==> src/rtl/csa_mult_ctrl.sv <==
// Sequential carry-save multiplier controller driving an external N-bit full-adder bank.
// Optional CSA_MULT_EARLY_EXIT_EN ends the carry-resolve phase once the carry vector clears.
//
// state   | meaning
// --------+--------------------------------------------------------------
// IDLE    | waiting for start; adder bank inputs held at zero
// ACCUM   | N carry-save accumulate/shift steps; low product bits shift out
// RESOLVE | ripple remaining carries of the high half through the bank
// DONE    | product registered, one-cycle done pulse
module csa_mult_ctrl #(
   parameter int N = 8
) (
   input  logic           clk,
   input  logic           rst_n,
   input  logic           start,
   input  logic [N-1:0]   op_a,
   input  logic [N-1:0]   op_b,
   output logic           busy,
   output logic           done,
   output logic [2*N-1:0] product,
   output logic [N-1:0]   fa_a,
   output logic [N-1:0]   fa_b,
   output logic [N-1:0]   fa_c,
   input  logic [N-1:0]   fa_sum,
   input  logic [N-1:0]   fa_cout
);

   localparam int CW = $clog2(N + 1);
   localparam logic [CW-1:0] CNT_LAST = CW'(N - 1);

   typedef enum logic [1:0] {
      ST_IDLE    = 2'd0,
      ST_ACCUM   = 2'd1,
      ST_RESOLVE = 2'd2,
      ST_DONE    = 2'd3
   } state_t;

   state_t           state_q, state_d;
   logic [N-1:0]     s_q, s_d;
   logic [N-1:0]     c_q, c_d;
   logic [N-1:0]     a_q, a_d;
   logic [N-1:0]     b_q, b_d;
   logic [N-1:0]     plo_q, plo_d;
   logic [CW-1:0]    cnt_q, cnt_d;
   logic [2*N-1:0]   prod_q, prod_d;

   always_ff @(posedge clk or negedge rst_n) begin
      if (!rst_n) begin
         state_q <= ST_IDLE;
         s_q     <= '0;
         c_q     <= '0;
         a_q     <= '0;
         b_q     <= '0;
         plo_q   <= '0;
         cnt_q   <= '0;
         prod_q  <= '0;
      end else begin
         state_q <= state_d;
         s_q     <= s_d;
         c_q     <= c_d;
         a_q     <= a_d;
         b_q     <= b_d;
         plo_q   <= plo_d;
         cnt_q   <= cnt_d;
         prod_q  <= prod_d;
      end
   end

   logic [N-1:0] res_c;
   logic         early_exit;

   always_comb begin
      state_d    = state_q;
      s_d        = s_q;
      c_d        = c_q;
      a_d        = a_q;
      b_d        = b_q;
      plo_d      = plo_q;
      cnt_d      = cnt_q;
      prod_d     = prod_q;
      fa_a       = '0;
      fa_b       = '0;
      fa_c       = '0;
      // Top carry bit is dropped: the high half of the product always fits in N bits.
      res_c      = {fa_cout[N-2:0], 1'b0};
`ifdef CSA_MULT_EARLY_EXIT_EN
      early_exit = (res_c == '0);
`else
      early_exit = 1'b0;
`endif

      unique case (state_q)
         ST_IDLE: begin
            if (start) begin
               state_d = ST_ACCUM;
               a_d     = op_a;
               b_d     = op_b;
               s_d     = '0;
               c_d     = '0;
               plo_d   = '0;
               cnt_d   = '0;
            end
         end
         ST_ACCUM: begin
            fa_a  = s_q;
            fa_b  = c_q;
            fa_c  = a_q & {N{b_q[0]}};
            s_d   = {1'b0, fa_sum[N-1:1]};
            c_d   = fa_cout;
            plo_d = {fa_sum[0], plo_q[N-1:1]};
            b_d   = b_q >> 1;
            if (cnt_q == CNT_LAST) begin
               cnt_d   = '0;
               state_d = ST_RESOLVE;
            end else begin
               cnt_d = cnt_q + CW'(1);
            end
         end
         ST_RESOLVE: begin
            fa_a  = s_q;
            fa_b  = c_q;
            s_d   = fa_sum;
            c_d   = res_c;
            cnt_d = cnt_q + CW'(1);
            if (cnt_q == CNT_LAST || early_exit) begin
               state_d = ST_DONE;
               cnt_d   = '0;
               prod_d  = {fa_sum, plo_q};
            end
         end
         ST_DONE: begin
            state_d = ST_IDLE;
         end
         default: begin
            state_d = ST_IDLE;
         end
      endcase
   end

   assign busy    = (state_q != ST_IDLE);
   assign done    = (state_q == ST_DONE);
   assign product = prod_q;

endmodule

==> config.mk <==
export PLATFORM = sky130hd
export DESIGN_NAME = csa_mult_ctrl
export DESIGN_NICKNAME = d
export VERILOG_FILES = /design/src/rtl/csa_mult_ctrl.sv
export SDC_FILE = /design/constraint.sdc
export NUM_CORES = 1
export LEC_CHECK = 0
export ABC_AREA = 1
export CORE_UTILIZATION = 49
export CTS_CLUSTER_DIAMETER = 120
export DETAILED_ROUTE_END_ITERATION = 12
export PLACE_DENSITY = 0.77
export SLEW_MARGIN = 0
export SYNTH_ARGS = -nofsm -noshare
export SYNTH_HDL_FRONTEND = slang
export SYNTH_SLANG_ARGS = --single-unit
==> constraint.sdc <==
create_clock -name clk -period 2.1 [get_ports clk]
set_clock_uncertainty 0.05 [all_clocks]
set_input_delay 0.21 -clock clk [delete_from_list [all_inputs] [get_ports clk]]
set_output_delay 0.21 -clock clk [all_outputs]
set_load 0.02 [all_outputs]
-- Word level (Yosys, flattened, before mapping)
Cells that the tools add are included.
- bits of input ports: 35
- RAM bits: 0
- ROM bits: 0
- output and inout bits: 42
- memories: 0
- latch bits: 0
- flip-flop bits (word level): 62
- order comparisons: 0
- $add $sub $neg: 1
- div/mod/pow operators: 0
- reductions and logical operators: 12
- eq/ne operators: 7
- multiply operators: 0
- shift-type cells: 0
- multiplexer cells: 16
- bitwise logic cells: 1
- operator list (operator ; count):
    $pmux W8 S3 ; 2
    $mux W8 ; 5
    $pmux W8 S2 ; 2
    $reduce_and A2 Y1 ; 5
    $and A8 B8 Y8 ; 1
    $mux W4 ; 2
    $pmux W2 S4 ; 1
    $pmux W4 S2 ; 1
    $mux W2 ; 3
    $ne A2 B2 Y1 const B ; 3
    $reduce_bool A2 Y1 ; 3
    $add A4 B1 Y4 const B ; 1
    $eq A2 B2 Y1 const B ; 2
    $eq A4 B3 Y1 const B ; 1
    $reduce_and A3 Y1 ; 1
    $reduce_bool A3 Y1 ; 1
    $eq A2 B1 Y1 const B ; 1
    $logic_not A2 Y1 ; 1
    $reduce_or A2 Y1 ; 1

-- Longest topological paths before layout
Gate-level depths: netlist of the first run.
- depth after elaboration: 4
- mapped depth: 9
- mapped depth without buffers: 8

-- Worst setup path after synthesis of the first run
Ideal clock, no wire load.
- path type: register -> output
- start point: register state_q[0]
- end point: output fa_a[4]
- stages on the path, launching flop included: 7
- slack: 0.524 ns
- path buffers: 2
- data arrival time: 1.316 ns
- required time: 1.840 ns
- cells stage by stage: dfrtp_1 inv_1 ha_1 buf_2 buf_2 nand2_1 inv_1
- cells in the longest elaborated chain, start to end: 3
- RTL lines (item ; line ; text):
    start: declaration ; 38 ; state_t state_q, state_d;
    start signal: assignment ; 58 ; state_q <= state_d;
    $eq A2 B2 Y1 or $eq A2 B1 Y1 (tied branches) ; 92 ; unique case (state_q)
    $reduce_or A2 Y1 (no source line) * ; -- ;
    $mux W8 * ; 92 ;
    end: declaration ; 21 ; output logic [N-1:0] fa_a,
Every way passes the cells marked *; elsewhere a longest branch is shown, timed or not.

-- Worst setup path in the final report of the first run
- start point: register state_q[1]
- end point: output fa_a[4]
The elaborated chain is that of the path after synthesis.

==> flow_metrics.tcl, run 1 <==
set metrics [dict create \
    numCtsBuffers 9 \
    die_area_sq_um 6398 \
    period_minus_slack_ps 2018 \
    port_buffers 76 \
    gp_congestion 0.7851 \
    post-place-cells 518 \
    synth-seq-cells 62 \
    worst-setup-path-type "reg -> out" \
    status "finished clean" \
    grt_remaining_overflow 0 \
    num_vias 2584 \
    postSynthAreaPerCell_sq_um 7.905 \
    die-width_um 79.99 \
    cts_tree "built" \
    core.rowCount 28 \
    fin_ws_ps 81.89 \
    powerDensity_nw_per_um2 1401 \
    antenna_found_initial 0 \
    clk_pin_slew_ps 80 \
    track_usage_pct 23.94 \
    clockBufferDepth 2 \
    yosysWarnings 0 \
    most-common-layout-cells "nand2_1 (137), dfrtp_1 (62), inv_1 (55), clkdlybuf4s50_1 (50), o21ai_0 (31)" \
    finalCritPeriodShare_pct 96.10 \
    cp_common_cell "inv_1" \
    fin_util_pct 69.05 \
    rsz0062_at_grt "false" \
    drc 0 \
    syn-num-nets 418 \
    dp_slack_ps 136.6 \
    n_antenna_cell 0 \
    drv_cap 0 \
    setup_tns_ps 0 \
    ff2ff_path_depth 8 \
    clock_latency_ps 340 \
    crit_chain "inv_1, ha_1, buf_12, nand2_1, inv_1, clkdlybuf4s15_1" \
    htree_num_levels 3 \
    grt_pass1_wl_um 11650 \
    tightest_slew_ps 609.4 \
    root_buffer "clkbuf_8" \
    syn_inst 377 \
    fmax_ghz 0.4955 \
    r2r_end "b_q[0]" \
    drv_slew 0 \
    vdd_drop_max_uv 898.7 \
    hold_viol 0 \
    dp_hpwl_um 4657 \
    cpPeakStageDelay_ps 420 \
    rr_startpoint "state_q[1]" \
    critical_path_required_ps 1840 \
    fin_cells 535 \
    first_iter_violations 250 \
    critPathMaxFanout 20 \
    syn-cell-area_sq_um 2980 \
    drive_gt1_share_pct 9.565 \
    final_common_cell "nand2_1" \
    startpoint_type "register" \
    hold_class "in -> async" \
    grt_pass1_vias 2565 \
    arrival_ps 1760 \
    drt_wl_total_um 6713 \
    p_leak_nw 2.141 \
    relSlewSlack_pct 59.23 \
    postCtsSetupBuffers 0 \
    fin_nets 496 \
    die_h_um 79.99 \
    cp_slowest_cell "dfrtp_1" \
    num_io_pins 77 \
    clock_sinks 62 \
    grt_max_degree 63 \
    yosysSeqAreaShare_pct 52.06 \
    first_pass_iters 4 \
    area_growth_pct 36.36 \
    setup.worst_path.end_class "output port" \
    power_mw 5.695 \
    setup_viol 0 \
    start_util_pct 50.64 \
    viasPerCell 4.830 \
    coreArea_sq_um 5886 \
    synth_cell_types 19 \
    ant_nets 0 \
    rrSetupSlack_ps 300 \
    post_drt_wl_per_cell_um 12.55 \
]
area by class of cell:
cell class | count | area, sq um
flip-flops and latches | 62 | 1551
repair buffers | 84 | 830.8
inverters | 59 | 221.5
multi-input cells | 239 | 1105
clock inverters | 6 | 133.9
clock buffers | 10 | 127.6
well taps | 75 | 93.84
fillers | 489 | 1822
synthesized netlist by cell type:
cell	number	share of area (%)
a21oi_1	1	0.17
buf_2	12	2.0
buf_4	3	0.76
buf_6	2	0.76
dfrtp_1	62	52
ha_1	6	2.5
inv_1	55	6.9
inv_2	4	0.50
nand2_1	138	17
nand2_2	2	0.42
nand3_1	16	2.7
nand4_1	1	0.21
nor2_1	10	1.3
nor2_2	1	0.21
o21a_1	1	0.25
o21ai_0	31	5.2
o21ai_1	21	3.5
o21ai_2	10	2.9
or2_2	1	0.21
sequential cells by signal, summed over array words and instances, names as in the netlist:
register,count
b_q,8
s_q,8
product,16
cnt_q,4
plo_q,8
c_q,8
a_q,8
state_q,2
critical path, delay by kind of cell, from the launching register on:
kind                       cells  cell delay, ps
buffers and inverters          4             600
and+or+nand+nor                1              70
adders and majority gates      1             330
DFF                            1             420
through the flow:
stage / instance area, sq um / hold slack (ps)
2_1_floorplan: 2980 / -135.6
4_1_cts: 4055 / 355.7
5_1_grt: 4064 / 379.0
6_report: 4064 / 369.4
3_3_place_gp: 3815 / 195.5
3_5_place_dp: 3815 / 195.2
repair_timing:
action / 4_1_cts / 5_1_grt
hold buffers: 1 / 0
gates resized for setup: 25 / 16
endpoints found under the hold margin: 62 / 0
setup endpoints to repair: 25 / 19
kinds of logic after synthesis:
group                      after synthesis  synth area share, %
adders and majority gates                6                2.519
AOI/OAI and AO/OA                       64                12.09
buffers and inverters                   76                10.96
DFF                                     62                52.06
and+or+nand+nor                        169                22.38
power by group:
| group | switching [mW] | internal, mW | total, mW | leakage (nW) |
|---|---|---|---|---|
| clock | 0.476 | 0.909 | 1.38 | 0.130 |
| combinational | 1.61 | 0.932 | 2.54 | 1.23 |
| sequential | 0.192 | 1.58 | 1.77 | 0.783 |
| total | 2.28 | 3.42 | 5.69 | 2.14 |
routing by layer:
metal | global-route usage [%] | vias to the layer above | wire, um
li1 | - | 1311 | -
met1 | 31.78 | 1189 | 3095
met2 | 37.44 | 78 | 3203
met3 | 4.914 | 6 | 346
met4 | 11.25 | 0 | 68
met5 | 0 | - | 0
worst max path at each step:
stage,startpoint,to
after floorplan,state_q[0],fa_a[4]
after global placement,state_q[0],fa_a[3]
after detailed placement,state_q[1],fa_a[4]
after CTS,state_q[1],fa_b[6]
after global routing,state_q[1],fa_b[1]
final,state_q[1],fa_a[4]
Power figures use the tool's default switching activity.
==> run 2, diff against run 1 <==
--- a/config.mk
+++ b/config.mk
@@ -6,6 +6,7 @@
 export NUM_CORES = 1
 export LEC_CHECK = 0
 export ABC_AREA = 1
+export CORE_MARGIN = 2
 export CORE_UTILIZATION = 49
 export CTS_CLUSTER_DIAMETER = 120
 export DETAILED_ROUTE_END_ITERATION = 12
==> flow_metrics.tcl, run 2 (synthesized netlist as in run 1, its figures left out) <==
set metrics [dict create \
    crit_chain "inv_1, ha_1, buf_12, nand2_1, inv_1, clkdlybuf4s15_1" \
    rsz0062_at_grt "false" \
    ant_nets 0 \
    antenna_found_initial 0 \
    track_usage_pct 22.38 \
    clock_latency_ps 340 \
    postCtsSetupBuffers 0 \
    dp_slack_ps 38.55 \
    drv_cap 0 \
    cp_slowest_cell "dfrtp_1" \
    n_antenna_cell 0 \
    grt_pass1_wl_um 11440 \
    fmax_ghz 0.4902 \
    core.rowCount 28 \
    start_util_pct 50.64 \
    rrSetupSlack_ps 280 \
    path_delay_family "buffers and inverters" \
    die-width_um 81.99 \
    grt_remaining_overflow 0 \
    place_area_sq_um 3802 \
    finalCritPeriodShare_pct 97.15 \
    most-common-layout-cells "nand2_1 (138), dfrtp_1 (62), inv_1 (55), clkdlybuf4s50_1 (50), o21ai_0 (31)" \
    setup.worst_path.end_class "output port" \
    fin_hold_ws_ps 279.4 \
    path_depth 6 \
    coreArea_sq_um 5886 \
    grt_pass1_vias 2571 \
    cts_tree "built" \
    final_area_sq_um 4066 \
    ff2ff_path_depth 6 \
    critPathMaxFanout 20 \
    p_leak_nw 2.157 \
    num_io_pins 77 \
    arrival_ps 1780 \
    fin_util_pct 69.09 \
    rr_startpoint "state_q[0]" \
    status "finished clean" \
    area_growth_pct 36.44 \
    root_buffer "clkbuf_8" \
    htree_num_levels 3 \
    critical_path.endpoint "fa_a[4]" \
    fin_nets 496 \
    first_iter_violations 202 \
    clk_pin_slew_ps 70 \
    powerDensity_nw_per_um2 1396 \
    numCtsBuffers 9 \
    post-place-cells 518 \
    die_area_sq_um 6722 \
    grt_max_degree 31 \
    clock_sinks 62 \
    clockBufferDepth 2 \
    largest_reg_flops 16 \
    worst-setup-path-type "reg -> out" \
    drt_wl_total_um 6858 \
    period_minus_slack_ps 2040 \
    vdd_drop_max_uv 741.0 \
    crit_start "state_q[1]" \
    fin_ws_ps 59.91 \
    power_mw 5.678 \
    setup_tns_ps 0 \
    gp_congestion 0.8555 \
    num_vias 2592 \
    relSlewSlack_pct 61.12 \
    hold_class "in -> async" \
    drc 0 \
    worst-path-buf-inv 4 \
    fin_cells 535 \
    final_common_cell "nand2_1" \
    die_h_um 81.99 \
    dp_hpwl_um 4817 \
    drive_gt1_share_pct 9.130 \
    startpoint_type "register" \
    viasPerCell 4.845 \
    r2r_end "c_q[0]" \
    critical_path_required_ps 1840 \
    post_drt_wl_per_cell_um 12.82 \
    tightest_slew_ps 581.1 \
    first_pass_iters 4 \
    cpPeakStageDelay_ps 410 \
    hold_viol 0 \
    setup_viol 0 \
    port_buffers 76 \
    drv_slew 0 \
    cp_common_cell "inv_1" \
]
[run 2: metal layers]
layer	GRT usage [%]	vias up	wire, um
li1	-	1315	-
met2	35.37	72	3229
met1	29.67	1188	3114
met4	10.50	0	168
met3	4.396	17	345
met5	0	-	0
[run 2: worst min-delay path by stage]
stage                     startpoint           to  slack [ps]
after floorplan                rst_n       a_q[0]        -140
after global placement         rst_n  product[11]         110
after detailed placement       rst_n  product[10]         110
after CTS                      rst_n       b_q[5]         280
after global routing           rst_n       b_q[5]         300
final                          rst_n       b_q[5]         280
[run 2: timing repair]
item	4_1_cts	5_1_grt
resized for setup	25	8
hold buffers	1	0
setup endpoints to repair	25	27
hold endpoints to repair	14	0
[run 2: power breakdown]
group          internal, mW  switching [mW]  leakage [nW]
sequential             1.58           0.192         0.783
combinational         0.872            1.62          1.24
clock                 0.914           0.503         0.130
total                  3.36            2.32          2.16
[run 2: layout make-up]
| cell class | instances | area, sq um |
|---|---|---|
| multi-input combinational | 239 | 1110 |
| clock buffer | 9 | 123.9 |
| tap | 75 | 93.84 |
| timing repair buffer | 84 | 820.8 |
| fill | 467 | 1819 |
| inverter | 59 | 221.5 |
| clock inverter | 7 | 145.1 |
| sequential | 62 | 1551 |
==> run 3, diff against run 2 <==
--- a/config.mk
+++ b/config.mk
@@ -7,10 +7,10 @@
 export LEC_CHECK = 0
 export ABC_AREA = 1
 export CORE_MARGIN = 2
-export CORE_UTILIZATION = 49
+export CORE_UTILIZATION = 50
 export CTS_CLUSTER_DIAMETER = 120
 export DETAILED_ROUTE_END_ITERATION = 12
-export PLACE_DENSITY = 0.77
+export PLACE_DENSITY = 0.79
 export SLEW_MARGIN = 0
 export SYNTH_ARGS = -nofsm -noshare
 export SYNTH_HDL_FRONTEND = slang
==> constraint.sdc (replaced) <==
create_clock -name clk -period 2.5 [get_ports clk]
set_clock_uncertainty 0.05 [all_clocks]
set_input_delay 0.25 -clock clk [delete_from_list [all_inputs] [get_ports clk]]
set_output_delay 0.25 -clock clk [all_outputs]
set_load 0.02 [all_outputs]
==> flow_metrics.tcl, run 3 (synthesized netlist as in run 1, its figures left out) <==
set metrics [dict create \
    period_minus_slack_ps 2418 \
    die-width_um 81.21 \
    path_delay_family "buffers and inverters" \
    rrSetupSlack_ps 400 \
    root_buffer "clkbuf_8" \
    power_mw 4.554 \
    vdd_drop_max_uv 739.9 \
    coreArea_sq_um 5851 \
    status "finished clean" \
    grt_pass1_vias 2509 \
    hold_path_depth 3 \
    cp_slowest_cell "clkdlybuf4s50_1" \
    dp_slack_ps 407.8 \
    post_drt_wl_per_cell_um 12.76 \
    dp_hpwl_um 4648 \
    final_common_cell "nand2_1" \
    port_buffers 76 \
    antenna_found_initial 0 \
    p_int_mw 2.655 \
    ff2ff_path_depth 6 \
    numCtsBuffers 9 \
    cpPeakStageDelay_ps 600 \
    powerDensity_nw_per_um2 1135 \
    path_depth 6 \
    hold_class "in -> reg" \
    start_util_pct 50.94 \
    htree_num_levels 3 \
    hold_viol 0 \
    worst-setup-path-type "reg -> out" \
    clockBufferDepth 2 \
    p_leak_nw 2.085 \
    critical_path_required_ps 2200 \
    tightest_slew_ps 881.1 \
    finalCritPeriodShare_pct 96.72 \
    r2r_end "c_q[1]" \
    post-place-cells 515 \
    seqPwrFrac_pct 32.6 \
    p_switching_mw 1.899 \
    clock_sinks 62 \
    arrival_ps 2120 \
    cts_tree "built" \
    fin_hold_ws_ps 406.0 \
    fin_util_pct 68.56 \
    rr_startpoint "state_q[1]" \
    grt_max_degree 34 \
    setup_tns_ps 0 \
    hp-start "op_a[7]" \
    drive_gt1_share_pct 8.534 \
    num_io_pins 77 \
    hold_end "a_q[7]" \
    p_sw_share_pct 41.70 \
    ant_nets 0 \
    drc 0 \
    grt_pass1_wl_um 11430 \
    fin_nets 493 \
    cp_common_cell "inv_1" \
    largest_reg_flops 16 \
    fin_ws_ps 82.01 \
    crit_chain "inv_1, ha_1, buf_6, nand2_1, inv_1, clkdlybuf4s50_1" \
    area_growth_pct 34.59 \
    core.rowCount 28 \
    place_area_sq_um 3767 \
    combPwrFrac_pct 45.8 \
    worst-path-buf-inv 4 \
    drv_cap 0 \
    first_pass_iters 4 \
    pwr-share-clk_pct 21.6 \
    die_area_sq_um 6594 \
    grt_remaining_overflow 0 \
    critPathMaxFanout 20 \
    num_vias 2600 \
    gp_congestion 0.8094 \
    clk_pin_slew_ps 70 \
    first_iter_violations 140 \
    fmax_ghz 0.4136 \
    final_area_sq_um 4011 \
    relSlewSlack_pct 41.25 \
    setup.worst_path.end_class "output port" \
    clock_latency_ps 340 \
    most-common-layout-cells "nand2_1 (138), clkdlybuf4s50_1 (72), dfrtp_1 (62), inv_1 (55), o21ai_0 (31)" \
    fin_cells 532 \
    drv_slew 0 \
    startpoint_type "register" \
    track_usage_pct 22.83 \
    drt_wl_total_um 6786 \
    n_antenna_cell 0 \
    die_h_um 81.21 \
    viasPerCell 4.887 \
    setup_viol 0 \
]
==> run 3: cell types whose count changed in the layout (fill, tap and decap cells not counted), moves of 2 or more <==
cell and delta:
clkinv_2 +2, bufinv_16 -2, clkdlybuf4s15_1 -7, dlygate4sd2_1 -18, clkdlybuf4s50_1 +22, dlymetal6s2s_1 +3, buf_4 -3
==> run 3: worst min-delay path, stage by stage <==
cell and delay (ps):
clkdlybuf4s50_1 390, nand2_1 60, o21ai_1 50
==> run 3: final cells by class <==
type	count	area [sq um]
Timing Repair Buffer	81	819.5
Fill cell	458	1839
Sequential cell	62	1551
Inverter	59	221.5
Multi-Input combinational cell	239	1102
Tap cell	75	93.84
Clock buffer	10	137.6
Clock inverter	6	85.08
==> run 3: how the worst max path moves through the flow <==
stage	from	to	slack [ps]
final	state_q[1]	fa_b[0]	80
after global routing	state_q[1]	fa_a[3]	-30
after CTS	state_q[1]	fa_b[3]	20
after detailed placement	state_q[0]	c_q[6]	410
after global placement	state_q[0]	fa_a[4]	480
after floorplan	state_q[0]	fa_a[4]	880
==> run 3: repair_timing <==
| item | in CTS | in global routing |
|---|---|---|
| resized for setup | 0 | 4 |
| endpoints found under the hold margin | 32 | 0 |
| setup endpoints to repair | 0 | 16 |
| buffers inserted | 0 | 0 |
| hold buffers | 1 | 0 |
==> run 3: metal layers <==
layer	GRT usage, %	up-vias	wire length, um
li1	-	1311	-
met1	29.53	1190	3006
met2	36.45	85	3248
met3	4.556	14	387
met4	11.69	0	143
met5	0	-	0
==> run 3: power groups by stage <==
stage / clock network [mW] / registers (mW) / logic, mW
after global placement: 0 / 1.49 / 2.01
after global routing: 1.04 / 1.52 / 2.34
after detailed placement: 0 / 1.50 / 2.06
after floorplan: 0 / 1.50 / 1.41
after CTS: 0.997 / 1.48 / 2.08
final: 0.983 / 1.49 / 2.09
